--- src/rtl/ctrl_pkg.sv ---
// rtl/ctrl_pkg.sv - shared encodings for the multi-cycle CPU control FSM
package ctrl_pkg;

   localparam int ST_W = 4;

   typedef enum logic [ST_W-1:0] {
      RST    = 4'd0,
      FETCH  = 4'd1,
      DECODE = 4'd2,
      EXEC   = 4'd3,
      MEM_RD = 4'd4,
      MEM_WR = 4'd5,
      WB_ALU = 4'd6,
      WB_MEM = 4'd7,
      BRANCH = 4'd8,
      JUMP   = 4'd9
   } state_t;

   typedef enum logic [2:0] {
      RTYPE = 3'd0,
      ADDI  = 3'd1,
      LW    = 3'd2,
      SW    = 3'd3,
      BEQ   = 3'd4,
      J     = 3'd5,
      ILL   = 3'd6
   } iclass_t;

   localparam logic [5:0] OP_RTYPE = 6'h00;
   localparam logic [5:0] OP_J     = 6'h02;
   localparam logic [5:0] OP_BEQ   = 6'h04;
   localparam logic [5:0] OP_ADDI  = 6'h08;
   localparam logic [5:0] OP_LW    = 6'h23;
   localparam logic [5:0] OP_SW    = 6'h2B;

   localparam logic [5:0] FN_ADD = 6'h20;
   localparam logic [5:0] FN_SUB = 6'h22;
   localparam logic [5:0] FN_AND = 6'h24;
   localparam logic [5:0] FN_OR  = 6'h25;
   localparam logic [5:0] FN_SLT = 6'h2A;

   localparam logic [2:0] ALU_ADD = 3'd0;
   localparam logic [2:0] ALU_AND = 3'd1;
   localparam logic [2:0] ALU_OR  = 3'd2;
   localparam logic [2:0] ALU_SLT = 3'd3;

   localparam logic [1:0] SRCB_REG    = 2'd0;
   localparam logic [1:0] SRCB_FOUR   = 2'd1;
   localparam logic [1:0] SRCB_IMM    = 2'd2;
   localparam logic [1:0] SRCB_IMM_SH = 2'd3;

   localparam logic [1:0] PCSRC_ALU    = 2'd0;
   localparam logic [1:0] PCSRC_ALUOUT = 2'd1;
   localparam logic [1:0] PCSRC_JUMP   = 2'd2;

endpackage

--- src/rtl/ctrl_decode.sv ---
// rtl/ctrl_decode.sv - combinational instruction class and B-operand mux decode
module ctrl_decode
   import ctrl_pkg::*;
#(
   parameter int OPW = 6
) (
   input  logic [OPW-1:0] opcode,
   input  logic [OPW-1:0] funct,
   output iclass_t        cls,
   output logic [2:0]     alu_op,
   output logic           b_sel_pos,
   output logic           b_sel_neg,
   output logic           alu_cin
);

   // Classify the instruction; subtracting forms select complemented B with carry-in
   always_comb begin
      cls       = ILL;
      alu_op    = ALU_ADD;
      b_sel_pos = 1'b1;
      b_sel_neg = 1'b0;
      alu_cin   = 1'b0;
      case (opcode)
         OP_RTYPE: begin
            case (funct)
               FN_ADD: cls = RTYPE;
               FN_SUB: begin
                  cls       = RTYPE;
                  b_sel_pos = 1'b0;
                  b_sel_neg = 1'b1;
                  alu_cin   = 1'b1;
               end
               FN_AND: begin
                  cls    = RTYPE;
                  alu_op = ALU_AND;
               end
               FN_OR: begin
                  cls    = RTYPE;
                  alu_op = ALU_OR;
               end
               FN_SLT: begin
                  cls       = RTYPE;
                  alu_op    = ALU_SLT;
                  b_sel_pos = 1'b0;
                  b_sel_neg = 1'b1;
                  alu_cin   = 1'b1;
               end
               default: cls = ILL;
            endcase
         end
         OP_ADDI: cls = ADDI;
         OP_LW:   cls = LW;
         OP_SW:   cls = SW;
         OP_BEQ: begin
            cls       = BEQ;
            b_sel_pos = 1'b0;
            b_sel_neg = 1'b1;
            alu_cin   = 1'b1;
         end
         OP_J:    cls = J;
         default: cls = ILL;
      endcase
   end

endmodule

--- src/rtl/multicycle_ctrl.sv ---
// rtl/multicycle_ctrl.sv - main control FSM of the multi-cycle CPU
module multicycle_ctrl
   import ctrl_pkg::*;
#(
   parameter int OPW = 6,
   parameter int STW = 4
) (
   input  logic           clk,
   input  logic           rst_n,
   input  logic [OPW-1:0] opcode,
   input  logic [OPW-1:0] funct,
   input  logic           zero,
   input  logic           mem_ready,
   output logic           mem_req,
   output logic           mem_we,
   output logic           iord,
   output logic           ir_write,
   output logic           pc_write,
   output logic [1:0]     pc_src,
   output logic           reg_write,
   output logic           reg_dst,
   output logic           mem_to_reg,
   output logic           alu_src_a,
   output logic [1:0]     alu_src_b,
   output logic [2:0]     alu_op,
   output logic           b_sel_pos,
   output logic           b_sel_neg,
   output logic           alu_cin,
   output logic           illegal,
   output logic           instr_done,
   output logic [STW-1:0] state_dbg
);

   state_t     state_q, state_d;
   iclass_t    cls_q;
   logic [2:0] alu_op_q;
   logic       pos_q, neg_q, cin_q;

   iclass_t    dec_cls;
   logic [2:0] dec_alu_op;
   logic       dec_pos, dec_neg, dec_cin;

   ctrl_decode #(.OPW(OPW)) u_decode (
      .opcode    (opcode),
      .funct     (funct),
      .cls       (dec_cls),
      .alu_op    (dec_alu_op),
      .b_sel_pos (dec_pos),
      .b_sel_neg (dec_neg),
      .alu_cin   (dec_cin)
   );

   // State register; reset forces RST immediately, even mid-instruction
   always_ff @(posedge clk or negedge rst_n) begin
      if (!rst_n) state_q <= RST;
      else        state_q <= state_d;
   end

   // Capture the decoded instruction in DECODE so later states ignore opcode/funct
   always_ff @(posedge clk or negedge rst_n) begin
      if (!rst_n) begin
         cls_q    <= ILL;
         alu_op_q <= ALU_ADD;
         pos_q    <= 1'b1;
         neg_q    <= 1'b0;
         cin_q    <= 1'b0;
      end else if (state_q == DECODE) begin
         cls_q    <= dec_cls;
         alu_op_q <= dec_alu_op;
         pos_q    <= dec_pos;
         neg_q    <= dec_neg;
         cin_q    <= dec_cin;
      end
   end

   // Next-state and datapath controls; everything idles low, true-B selected outside RST
   always_comb begin
      state_d    = state_q;
      mem_req    = 1'b0;
      mem_we     = 1'b0;
      iord       = 1'b0;
      ir_write   = 1'b0;
      pc_write   = 1'b0;
      pc_src     = PCSRC_ALU;
      reg_write  = 1'b0;
      reg_dst    = 1'b0;
      mem_to_reg = 1'b0;
      alu_src_a  = 1'b0;
      alu_src_b  = SRCB_REG;
      alu_op     = ALU_ADD;
      b_sel_pos  = 1'b1;
      b_sel_neg  = 1'b0;
      alu_cin    = 1'b0;
      illegal    = 1'b0;
      instr_done = 1'b0;
      case (state_q)
         RST: begin
            b_sel_pos = 1'b0;
            state_d   = FETCH;
         end
         FETCH: begin
            mem_req   = 1'b1;
            alu_src_b = SRCB_FOUR;
            if (mem_ready) begin
               ir_write = 1'b1;
               pc_write = 1'b1;
               pc_src   = PCSRC_ALU;
               state_d  = DECODE;
            end
         end
         DECODE: begin
            alu_src_b = SRCB_IMM_SH;
            case (dec_cls)
               RTYPE, ADDI, LW, SW: state_d = EXEC;
               BEQ:                 state_d = BRANCH;
               J:                   state_d = JUMP;
               default: begin
                  illegal = 1'b1;
                  state_d = FETCH;
               end
            endcase
         end
         EXEC: begin
            alu_src_a = 1'b1;
            b_sel_pos = pos_q;
            b_sel_neg = neg_q;
            alu_cin   = cin_q;
            if (cls_q == RTYPE) begin
               alu_src_b = SRCB_REG;
               alu_op    = alu_op_q;
               state_d   = WB_ALU;
            end else begin
               alu_src_b = SRCB_IMM;
               case (cls_q)
                  ADDI:    state_d = WB_ALU;
                  LW:      state_d = MEM_RD;
                  SW:      state_d = MEM_WR;
                  default: state_d = FETCH;
               endcase
            end
         end
         MEM_RD: begin
            mem_req = 1'b1;
            iord    = 1'b1;
            if (mem_ready) state_d = WB_MEM;
         end
         MEM_WR: begin
            mem_req = 1'b1;
            mem_we  = 1'b1;
            iord    = 1'b1;
            if (mem_ready) begin
               instr_done = 1'b1;
               state_d    = FETCH;
            end
         end
         WB_ALU: begin
            reg_write  = 1'b1;
            reg_dst    = (cls_q == RTYPE);
            instr_done = 1'b1;
            state_d    = FETCH;
         end
         WB_MEM: begin
            reg_write  = 1'b1;
            mem_to_reg = 1'b1;
            instr_done = 1'b1;
            state_d    = FETCH;
         end
         BRANCH: begin
            alu_src_a  = 1'b1;
            alu_src_b  = SRCB_REG;
            b_sel_pos  = pos_q;
            b_sel_neg  = neg_q;
            alu_cin    = cin_q;
            pc_src     = PCSRC_ALUOUT;
            pc_write   = zero;
            instr_done = 1'b1;
            state_d    = FETCH;
         end
         JUMP: begin
            pc_src     = PCSRC_JUMP;
            pc_write   = 1'b1;
            instr_done = 1'b1;
            state_d    = FETCH;
         end
         default: state_d = FETCH;
      endcase
   end

   assign state_dbg = STW'(state_q);

endmodule
--- config.mk ---
export PLATFORM = sky130hd
export DESIGN_NAME = multicycle_ctrl
export DESIGN_NICKNAME = d
export VERILOG_FILES = /design/src/rtl/ctrl_pkg.sv /design/src/rtl/ctrl_decode.sv /design/src/rtl/multicycle_ctrl.sv
export SDC_FILE = /design/constraint.sdc
export NUM_CORES = 1
export LEC_CHECK = 0
export BUFFER_PORTS_ARGS = -buffer_cell sky130_fd_sc_hd__buf_2
export CORE_ASPECT_RATIO = 0.7
export CORE_MARGIN = 5
export CORE_UTILIZATION = 30
export CTS_BUF_LIST = sky130_fd_sc_hd__clkbuf_8
export CTS_CLUSTER_DIAMETER = 100
export DETAILED_ROUTE_END_ITERATION = 10
export GPL_TIMING_DRIVEN = 0
export PLACE_DENSITY = 0.55
export SETUP_SLACK_MARGIN = 0.3
export SLEW_MARGIN = 20
export SYNTH_ARGS = -nofsm -noshare
export SYNTH_HDL_FRONTEND = slang
export SYNTH_SLANG_ARGS = --single-unit
export TNS_END_PERCENT = 10
--- constraint.sdc ---
create_clock -name clk -period 5.7 [get_ports clk]
set_input_delay 0.57 -clock clk [delete_from_list [all_inputs] [get_ports clk]]
set_output_delay 0.57 -clock clk [all_outputs]
set_load 0.01 [all_outputs]
==> impl_metrics.toml, run 1 <==
[floorplanning]
initial_utilization_pct = 30.8
core_um2 = 3130
io_pins = 41
fp.dieArea_um2 = 4460
num_rows = 17
die_y_um = 57.4
die_w_um = 77.7

[setup_path]
r2r_slack_ps = 3740
r2r_end = "cin_q"
path_delay_family = "simple AND/OR/NAND/NOR gates"
rr_worst_depth = 5
worstSetupStartpointType = "primary input"
cp_common_cell = "a21oi_1"
cp_data_arrival_time_ps = 1930
critical_path_class = "in2out"
slowest_delay_ps = 530
path_cells = "clkbuf_1 -> or4_1 -> nor2_1 -> a21oi_1 -> a21oi_1 -> buf_2"
worst_path_max_delay_cell = "or4_1"
cp_max_fo = 9
r2r_start = "state_dbg[0]"
critPathCaptureType = "output port"
cp.required_ps = 5130
cp_num_buf_inv = 2

[logic_synthesis]
synth_nets = 151
syn_inst = 135
ys_ff_latch = 11
synth-xor-area-share_pct = 1.82
synth_largest_area_cell = "dfrtp_1"
synth_compound_area_share_pct = 23.7
synth_top_family_by_area = "simple AND/OR/NAND/NOR gates"
synth.area.mux_share_pct = 1.04
syn_area_um2 = 962
yosysWarnings = 0
synthAdderAreaFrac_pct = 0
syn_area_per_cell_um2 = 7.13
synth_cell_types = 41
ys_seq_area_share_pct = 29.0
yosys.area_share.simple_pct = 36.9
synth_area_leaders = "dfrtp_1 (21%), nor2_1 (9.8%), dfstp_2 (8.2%), a21oi_1 (5.7%), o21ai_0 (5.2%)"
synth_top_cell_area_share_pct = 20.8

[finish]
areaGrowthSynthToFinish_pct = 29.4
fill_cells = 356
final_common_cell = "buf_2"
stdcell_count = 215
multi_input_area_um2 = 614
diodes = 0
layout_common_cells = "buf_2 (38), nor2_1 (25), nand2_1 (13)"
drive_above_1_share_pct = 29.9
register_area_um2 = 279
fin_nets = 194

[clock_network]
cts_buffer_depth = 2
ctsRootBufferMaster = "clkbuf_8"
cts_buffers = 3
clk_pin_slew_ps = 50
htree_levels = 1
clkSinkCount = 11
post_cts_buffers = 0
cts-resized-gates = 0
clk_latency_ps = 240
tritoncts = "yes"
ctsHoldBuffers = 0

[timing]
tightest_slew_ps = 789
skew_ps = 3.10
slew_headroom_pct = 46.9
rsz0062_at_grt = "no"
slew_violations = 0
setup_slack_ps = 3200
fin_crit_ps = 2500
hold_violations = 0
setup_tns_ps = 0
max_freq_ghz = 0.401
finalCritPeriodShare_pct = 43.8
finalSetupViolCount = 0

[grt]
grt.total_usage_pct = 12.3
antenna_found_initial = 0
grt_pass1_wl_mm = 4.60
grt_pass1_vias = 1026
gr-total-overflow = 0
grt_max_degree = 12

[routing]
drc = 0
wl_mm = 2.81
initialDrtViolationCount = 81
avgViaCountPerCell = 5.23
routedWlPerCell_um = 13.1
vias = 1125
ant_nets = 0
dr.pass1.iters = 4

[placement]
gp_congestion = 0.857
port-buffer-count = 38
dp.cells = 211
hpwlAfterDp_mm = 2.31
pre_cts_ws_ps = 3210

[pwr]
swShare_pct = 43.1
powerDensity_nw_per_um2 = 340
p_comb_share_pct = 54.0
switchingPower_mw = 0.182
irDropWorstVdd_v = 0.000189
p_leak_nw = 0.601
seqPwrFrac_pct = 27.8
internal_power_mw = 0.241
p_clk_share_pct = 18.1

[run]
drv_cap = 0

[status]
status = "finished, final reports clean"

[min_path]
hold_class = "in2async"
cell usage after synthesis:
master,n
nor2_1,25
nand2_1,13
a21oi_1,11
o21ai_0,10
clkbuf_1,8
dfrtp_1,8
nor3_1,6
nand2b_1,4
dfstp_2,3
nor2b_1,3
nor4_1,3
or2_2,3
a21o_1,2
and2_1,2
and4_1,2
buf_4,2
inv_1,2
nand3_1,2
o31ai_1,2
o41ai_1,2
xnor2_1,2
a211o_1,1
a211oi_1,1
a22oi_1,1
a31oi_1,1
a32o_1,1
a32oi_1,1
a41o_1,1
and3_1,1
buf_6,1
clkbuf_2,1
conb_1,1
mux2i_1,1
nand4b_1,1
nor3_2,1
nor3b_1,1
o21a_1,1
o221ai_1,1
or4_1,1
or4_4,1
or4b_1,1
layer usage:
metal / GRT usage [%] / vias to the layer above / wire length [um]
met3: 3.94 / 3 / 186
met5: 0 / - / 0
met4: 1.47 / 0 / 11
met2: 18.2 / 35 / 1210
li1: - / 568 / -
met1: 17.9 / 519 / 1400
how the worst max path moves through the flow:
stage                   start  endpoint  slack (ps)  cells after the start
detailed placement  opcode[2]   illegal        3210                      6
finish              opcode[2]   illegal        3200                      6
global route        opcode[2]   illegal        3060                      6
global placement    opcode[2]   illegal        3230                      6
floorplan           opcode[2]   illegal        3410                      5
CTS                 opcode[2]   illegal        3200                      6
cell type report:
cell class                 count  share of cell area (%)
clock inverter                 1                   0.302
tap                           38                    3.82
buffer                        12                    4.92
clock buffer                   3                    3.32
timing repair buffer          38                    15.3
inverter                       2                   0.603
multi-input combinational    110                    49.3
sequential                    11                    22.4
sequential cells by signal (all words and copies together) (netlist names):
name,cells
cls_q,3
state_dbg,4
alu_op_q,2
pos_q,1
cin_q,1
power by group through the flow:
stage,registers (mW),clock network [mW],logic (mW)
after CTS,0.118,0.0793,0.228
after detailed placement,0.119,0,0.227
after global routing,0.122,0.0840,0.253
after global placement,0.118,0,0.227
after floorplan,0.119,0,0.149
final,0.118,0.0768,0.229
logic make-up (layout without fill, tap and decap cells):
group,Yosys count,count (layout)
simple gates,70,70
compound gates,36,36
buf+inv,14,56
flops,11,11
xor+xnor,2,2
other cells,1,1
mux,1,1
through the flow:
step | power [mW] | hold WS (ps) | util, % | instance area, um^2
6_report | 0.424 | 193 | 39.8 | 1240
2_1_floorplan | 0.268 | 274 | - | 962
5_1_grt | 0.460 | 211 | 39.8 | 1240
4_1_cts | 0.425 | 199 | 39.8 | 1240
3_3_place_gp | 0.345 | 451 | 38.4 | 1200
3_5_place_dp | 0.346 | 456 | 38.4 | 1200
No activity file was read; power rests on OpenSTA's default activity.
==> run 2, diff against run 1 <==
==> constraint.sdc (replaced) <==
create_clock -name clk -period 2.4 [get_ports clk]
set_input_delay 0.24 -clock clk [delete_from_list [all_inputs] [get_ports clk]]
set_output_delay 0.24 -clock clk [all_outputs]
set_load 0.01 [all_outputs]
==> impl_metrics.toml, run 2 (same netlist as run 1, synthesis figures left out) <==
[status]
status = "finished, final reports clean"

[setup_path]
path_delay_family = "simple AND/OR/NAND/NOR gates"
slowest_delay_ps = 570
worstSetupStartpointType = "flop"
cp_data_arrival_time_ps = 1770
cp_max_fo = 10
cp.required_ps = 2160
critPathCaptureType = "output port"
r2r_slack_ps = 420
path_cells = "buf_6 -> or4b_1 -> buf_6 -> a21oi_1 -> buf_2"
cp_common_cell = "buf_6"
cp_num_buf_inv = 3
critical_path_class = "reg2out"
worst_path_max_delay_cell = "or4b_1"

[finish]
fin_nets = 195
largest_reg_flops = 4
diodes = 0
multi_input_area_um2 = 614
drive_above_1_share_pct = 31.5
fill_cells = 354
layout_common_cells = "buf_2 (38), nor2_1 (25), nand2_1 (13)"
register_area_um2 = 279
areaGrowthSynthToFinish_pct = 31.5
final_area_um2 = 1260
final_common_cell = "buf_2"

[routing]
ant_nets = 0
routedWlPerCell_um = 13.1
vias = 1124
wl_mm = 2.84
initialDrtViolationCount = 90
avgViaCountPerCell = 5.20
dr.pass1.iters = 4
drc = 0

[floorplanning]
die_w_um = 77.7
io_pins = 41
num_rows = 17
initial_utilization_pct = 30.8
fp.dieArea_um2 = 4460
die_y_um = 57.4
core_um2 = 3130

[timing]
max_freq_ghz = 0.498
slew_violations = 0
setup_tns_ps = 0
slew_headroom_pct = 45.5
rsz0062_at_grt = "yes"
fin_crit_ps = 2010
finalSetupViolCount = 0
finalCritPeriodShare_pct = 83.7
skew_ps = 3.73
hold_violations = 0
tightest_slew_ps = 811

[clock_network]
cts_buffer_depth = 2
tritoncts = "yes"
ctsRootBufferMaster = "clkbuf_8"
htree_levels = 1
clkSinkCount = 11
clk_latency_ps = 240
clk_pin_slew_ps = 50
cts_buffers = 3

[placement]
hpwlAfterDp_mm = 2.31
dpl_cell_area_um2 = 1200
port-buffer-count = 38
gp_congestion = 0.857

[grt]
grt_max_degree = 12
gr-total-overflow = 0
antenna_found_initial = 0
grt_pass1_vias = 1026
grt_pass1_wl_mm = 4.60
grt.total_usage_pct = 12.3

[pwr]
power_mw = 1.02
p_leak_nw = 0.617
powerDensity_nw_per_um2 = 805
irDropWorstVdd_v = 0.000454

[min_path]
hold_class = "in2reg"

[run]
drv_cap = 0
run 2: cell types whose count changed in the layout (fill, tap and decap cells not counted):
| cell | change |
|---|---|
| clkbuf_1 | -3 |
| clkbuf_2 | +2 |
| buf_6 | +1 |
| dlygate4sd3_1 | +1 |
run 2: where the power goes:
part           switching, mW  total (mW)  internal [mW]
clock                 0.0700       0.182          0.112
combinational          0.329       0.555          0.226
sequential            0.0379       0.281          0.243
total                  0.437        1.02          0.581
run 2: layout make-up:
cell class | instances | share of cell area, %
Clock buffer | 3 | 3.26
Multi-Input combinational cell | 110 | 48.6
Buffer | 12 | 5.64
Inverter | 2 | 0.593
Sequential cell | 11 | 22.1
Timing Repair Buffer | 39 | 15.8
Clock inverter | 1 | 0.297
Tap cell | 38 | 3.76
run 2: final timing paths:
check,depth (start not counted),end,startpoint
setup / recovery,5,illegal,state_dbg[0]
hold / removal,2,alu_op_q[0],funct[0]
setup reg to reg,5,cin_q,state_dbg[0]
hold reg to reg,2,alu_op_q[0],alu_op_q[0]
max in group asynchronous,2,cls_q[1],rst_n
min in group asynchronous,2,state_dbg[0],rst_n
run 2: metal layers:
metal / track usage (%) / up-vias / share of wire, %
li1: - / 569 / -
met1: 18.0 / 517 / 50
met2: 18.2 / 35 / 43
met3: 3.79 / 3 / 6.2
met4: 1.47 / 0 / 0.39
met5: 0 / - / 0
run 2: what timing repair did:
item / 4_1_cts / 5_1_grt
endpoints found under the hold margin: 8 / 0
endpoints found under the setup margin: 2 / 4
setup buffers: 0 / 0
resized for setup: 1 / 8
hold buffers: 1 / 0
run 2: per-stage QoR:
stage          instances  util [%]  hold slack (ps)  setup slack, ps
5_1_grt              216      40.5              234              269
4_1_cts              216      40.2              230              290
3_5_place_dp         211      38.4              126              452
2_1_floorplan        135         -            -55.6              502
6_report             216      40.5              229              390
3_3_place_gp         211      38.4              121              444
